--- config.mk ---
export PLATFORM = sky130hd
export DESIGN_NAME = branch_pc_unit
export DESIGN_NICKNAME = d
export VERILOG_FILES = /design/src/rtl/branch_pc_unit.sv
export SDC_FILE = /design/constraint.sdc
export NUM_CORES = 1
export LEC_CHECK = 0
export BUFFER_PORTS_ARGS = -buffer_cell sky130_fd_sc_hd__buf_2
export CAP_MARGIN = 20
export CORE_MARGIN = 1
export CORE_UTILIZATION = 30
export CTS_CLUSTER_SIZE = 8
export DETAILED_ROUTE_END_ITERATION = 12
export GPL_TIMING_DRIVEN = 0
export PLACE_DENSITY = 0.61
export RECOVER_POWER = 50
export SLEW_MARGIN = 10
export SYNTH_ARGS = -nofsm -noshare
export SYNTH_HDL_FRONTEND = slang
export SYNTH_SLANG_ARGS = --single-unit
--- constraint.sdc ---
create_clock -name clk -period 5.5 [get_ports clk]
set_input_delay 0.55 -clock clk [delete_from_list [all_inputs] [get_ports clk]]
set_output_delay 0.55 -clock clk [all_outputs]
set_load 0.005 [all_outputs]
--- src/rtl/branch_pc_unit.sv ---
// Program counter with N-source branch operand select, absolute or PC-relative
// targets, and a Moore start/run/flush/done controller.
module branch_pc_unit #(
  parameter  int PC_W      = 10,
  parameter  int DATA_W    = 8,
  parameter  int NSRC      = 4,
  parameter  int FLUSH_CYC = 1,
  localparam int SEL_W     = $clog2(NSRC)
) (
  input  logic                   clk,
  input  logic                   reset,
  input  logic                   start,
  input  logic                   halt,
  input  logic                   stall,
  input  logic                   branch,
  input  logic                   cond,
  input  logic                   brmode,
  input  logic [SEL_W-1:0]       brsel,
  input  logic [NSRC*DATA_W-1:0] brsrc,
  output logic [PC_W-1:0]        pc,
  output logic                   flush,
  output logic                   taken,
  output logic                   done
);

  typedef enum logic [1:0] {
    IDLE  = 2'd0,
    RUN   = 2'd1,
    FLUSH = 2'd2,
    DONE  = 2'd3
  } state_t;

  localparam int         NSLOT      = 1 << SEL_W;
  localparam logic [3:0] FLUSH_INIT = 4'(FLUSH_CYC);

  state_t                         state_reg;
  logic [PC_W-1:0]                pc_reg;
  logic [3:0]                     cnt_reg;
  logic                           taken_reg;
  logic                           flush_reg;
  logic                           done_reg;

  logic [NSLOT-1:0][DATA_W-1:0]   slot;
  logic [DATA_W-1:0]              op;
  logic [PC_W-1:0]                op_abs;
  logic [PC_W-1:0]                op_rel;
  logic [PC_W-1:0]                target;

  // Out-of-range select slots alias source 0, so the mux needs no range compare.
  genvar gi;
  generate
    for (gi = 0; gi < NSLOT; gi++) begin : g_slot
      if (gi < NSRC) begin : g_live
        assign slot[gi] = brsrc[gi*DATA_W +: DATA_W];
      end else begin : g_alias
        assign slot[gi] = brsrc[DATA_W-1:0];
      end
    end
  endgenerate

  assign op = slot[brsel];

  generate
    if (DATA_W >= PC_W) begin : g_trunc
      assign op_abs = op[PC_W-1:0];
      assign op_rel = op[PC_W-1:0];
    end else begin : g_ext
      assign op_abs = {{(PC_W-DATA_W){1'b0}}, op};
      assign op_rel = {{(PC_W-DATA_W){op[DATA_W-1]}}, op};
    end
  endgenerate

  assign target = brmode ? (pc_reg + op_rel) : op_abs;

  always_ff @(posedge clk or posedge reset) begin
    if (reset) begin
      state_reg <= IDLE;
      pc_reg    <= '0;
      cnt_reg   <= '0;
      taken_reg <= 1'b0;
      flush_reg <= 1'b0;
      done_reg  <= 1'b0;
    end else begin
      taken_reg <= 1'b0;
      case (state_reg)
        IDLE, DONE: begin
          if (start) begin
            pc_reg    <= '0;
            state_reg <= RUN;
            done_reg  <= 1'b0;
          end
        end
        RUN: begin
          if (stall) begin
            // hold everything
          end else if (halt) begin
            state_reg <= DONE;
            done_reg  <= 1'b1;
          end else if (branch && cond) begin
            pc_reg    <= target;
            taken_reg <= 1'b1;
            if (FLUSH_CYC > 0) begin
              state_reg <= FLUSH;
              cnt_reg   <= FLUSH_INIT;
              flush_reg <= 1'b1;
            end
          end else begin
            pc_reg <= pc_reg + PC_W'(1);
          end
        end
        FLUSH: begin
          if (!stall) begin
            cnt_reg <= cnt_reg - 4'd1;
            // <=1 also recovers if the counter were ever found at zero here
            if (cnt_reg <= 4'd1) begin
              cnt_reg   <= '0;
              state_reg <= RUN;
              flush_reg <= 1'b0;
            end
          end
        end
        default: begin
          state_reg <= IDLE;
          flush_reg <= 1'b0;
          done_reg  <= 1'b0;
        end
      endcase
    end
  end

  assign pc    = pc_reg;
  assign flush = flush_reg;
  assign taken = taken_reg;
  assign done  = done_reg;

endmodule

==> qor.yml <==
status:
  status: "finished clean"
power:
  fin_total_pwr_mw: 0.8325
  irDropWorstVdd_v: 0.0001294
  p_per_area_nw_per_um2: 377.6
  leakagePower_nw: 1.036
timing:
  drv_slew: 0
  setup_viol: 0
  tightest_slew_ns: 0.8068
  period_minus_slack_ns: 2.646
  layout_worst_path_cycle_share: 0.4811
  max_freq_mhz: 377.9
  setup_ws_ns: 2.854
  relSlewSlack: 0.4585
  final.setup_skew_ns: 0.004784
  setup_tns_ns: 0
  rsz0062_at_grt: "false"
  finalHoldViolations: 0
die:
  dieHeight_microns: 79.82
  io_pins: 55
  num_rows: 27
  coreArea_sq_um: 5675
  start_util: 0.3201
  die_x_microns: 79.82
  die_area_sq_um: 6371
grt:
  track_usage: 0.1532
  antenna_found_initial: 0
  grt_max_degree: 20
  grt_overflow: 0
  grt_pass1_vias: 1663
  grt_first_pass_wirelength_microns: 7762
route:
  final_antenna_net_count: 0
  drt-initial-drc-count: 52
  vias: 1761
  first_pass_iters: 4
  routedWlPerCell_microns: 13.42
  remaining_drc_errors: 0
  wirelength_microns: 4536
  vias_per_cell: 5.210
logic_synthesis:
  synth_edf_count: 0
  synth_top_area_frac: 0.2617
  synthArstFlopShare: 1.000
  synth_fp_nets: 267
  yosysSeqAreaShare: 0.2617
  avgSynthCellArea_sq_um: 8.651
  ys_types: 48
  synth_area_leader_cell: "dfrtp_1"
  synthTopCellsByArea: "dfrtp_1 (26%), mux4_2 (9.9%), ha_1 (9.6%), o21ai_0 (6.3%), nand2_1 (5.4%)"
  synth_area_sq_um: 1817
  syn_inst: 210
  ys_ff_latch: 19
  synth_flop_cell: "dfrtp_1"
  yosys_warnings: 0
final_layout:
  fin_util: 0.3884
  fin_nets: 324
  diodes: 0
  drive_above_1_share: 0.2669
  largest_reg_flops: 10
  finish.instance_area_sq_um: 2205
  area_growth_pct: 21.35
setup_path:
  worstPathCellList: "buf_4, mux4_2, ha_1, a2111oi_2, o21ai_1, a41oi_2, xnor2_1, nand4_1, o311ai_1"
  start_kind: "primary input"
  required_ns: 5.66
  crit_arrival_ns: 2.80
  max_stage_delay_ns: 0.55
  slowest_stage: "mux4_2"
  critPathMaxFanout: 8
  path_class: "primary input to flop"
  crit_family: "compound AO/OA/AOI/OAI gates"
  critPathCaptureType: "flop"
  worst-path-buf-inv: 1
placement:
  numPortBuffers: 52
  dp_hpwl_microns: 3612
  gp_congestion: 0.7909
  pre_cts_slack_ns: 2.554
  placed_cell_area_sq_um: 2167
clock_network:
  clockRootBuffer: "clkbuf_8"
  clk_latency_ns: 0.26
  clock_path_buffers: 2
  tritoncts: "done"
  path_clk_slew_ns: 0.08
  cts_num_sinks: 19
  ctsHoldBuffers: 0
  htreeDepth: 1
  cts_buffers: 3
  cts_setup_buffers: 0
  cts_resized: 0
job:
  max_cap_viol_count: 0
worst_hold_path:
  hp-class: "primary input to async pin"
-- layout by cell type, fill, tap and decap left out, types with 4 or more instances in the layout --
cell       n
and3_1     6
clkbuf_1   5
and2_1     4
inv_1     10
mux4_2     8
nand2_1   26
dfrtp_1   19
xnor2_1    6
ha_1      14
nor2_1    16
buf_2     50
o21ai_1    4
o21ai_0   23
a21oi_1   14
nor2b_1    4
-- layout make-up --
type / count / area [sq um]
Sequential cell: 19 / 475.5
Multi-Input combinational cell: 175 / 1270
Timing Repair Buffer: 52 / 256.5
Tap cell: 72 / 90.09
Clock inverter: 1 / 5.005
Clock buffer: 3 / 41.29
Fill cell: 602 / 3471
Buffer: 6 / 28.78
Inverter: 10 / 37.54
-- cell usage after synthesis (3+ instances only) --
library cell / count
xor2_1: 3
mux4_2: 8
xnor2_1: 6
nor2b_1: 4
and3_1: 6
nand3_1: 3
nor2_1: 16
dfrtp_1: 19
mux2_2: 3
a21o_1: 3
mux2i_1: 3
clkbuf_1: 3
nor3_1: 3
o21ai_0: 23
nand2_1: 26
o21ai_1: 4
and2_1: 4
a21oi_1: 14
ha_1: 14
inv_1: 10
-- logic make-up (layout without fill, tap and decap cells) --
family,after synthesis,after routing,share of synthesized area
mux,14,14,0.1343
compound gates,63,63,0.2169
fa+ha+maj,15,15,0.1074
buf+inv,16,72,0.03650
flops,19,19,0.2617
xor+xnor,9,9,0.04339
simple gates,74,74,0.1997
-- path summary, 6_finish.rpt --
check / from / end / slack [ns] / cells after the start
min in group clk: flush / flush / 0.48 / 2
hold reg to reg: flush / flush / 0.48 / 2
setup reg to reg: pc[0] / pc[8] / 3.20 / 9
hold / removal: reset / cnt_reg[2] / 0.42 / 2
max in group asynchronous: reset / pc[2] / 4.61 / 2
setup / recovery: brsel[0] / pc[9] / 2.85 / 9
-- power breakdown --
group	switching (mW)	internal (mW)
Combinational	0.260	0.217
Sequential	0.0639	0.189
Clock	0.0521	0.0504
Total	0.376	0.456
-- worst reg2reg max path, delay by kind of cell (launching register included) --
kind            cells  cell delay [ns]
fa+ha+maj           2             0.65
compound gates      4             0.63
flops               1             0.49
simple gates        2             0.43
buf+inv             1             0.06
-- through the flow --
stage | std cells | hold WS (ns)
4_1_cts | 338 | 0.4629
5_1_grt | 338 | 0.4906
6_report | 338 | 0.4162
2_1_floorplan | 210 | 0.4573
3_3_place_gp | 334 | 0.4670
3_5_place_dp | 334 | 0.4703
-- layer usage --
layer,GRT usage,wire [microns],part of all wire
met1,0.2092,2272,0.50
met2,0.2607,2002,0.44
met3,0.01829,226,0.050
met4,0.02679,35,0.0077
met5,0,0,0
Note: power is estimated with default switching activity, not from simulation.
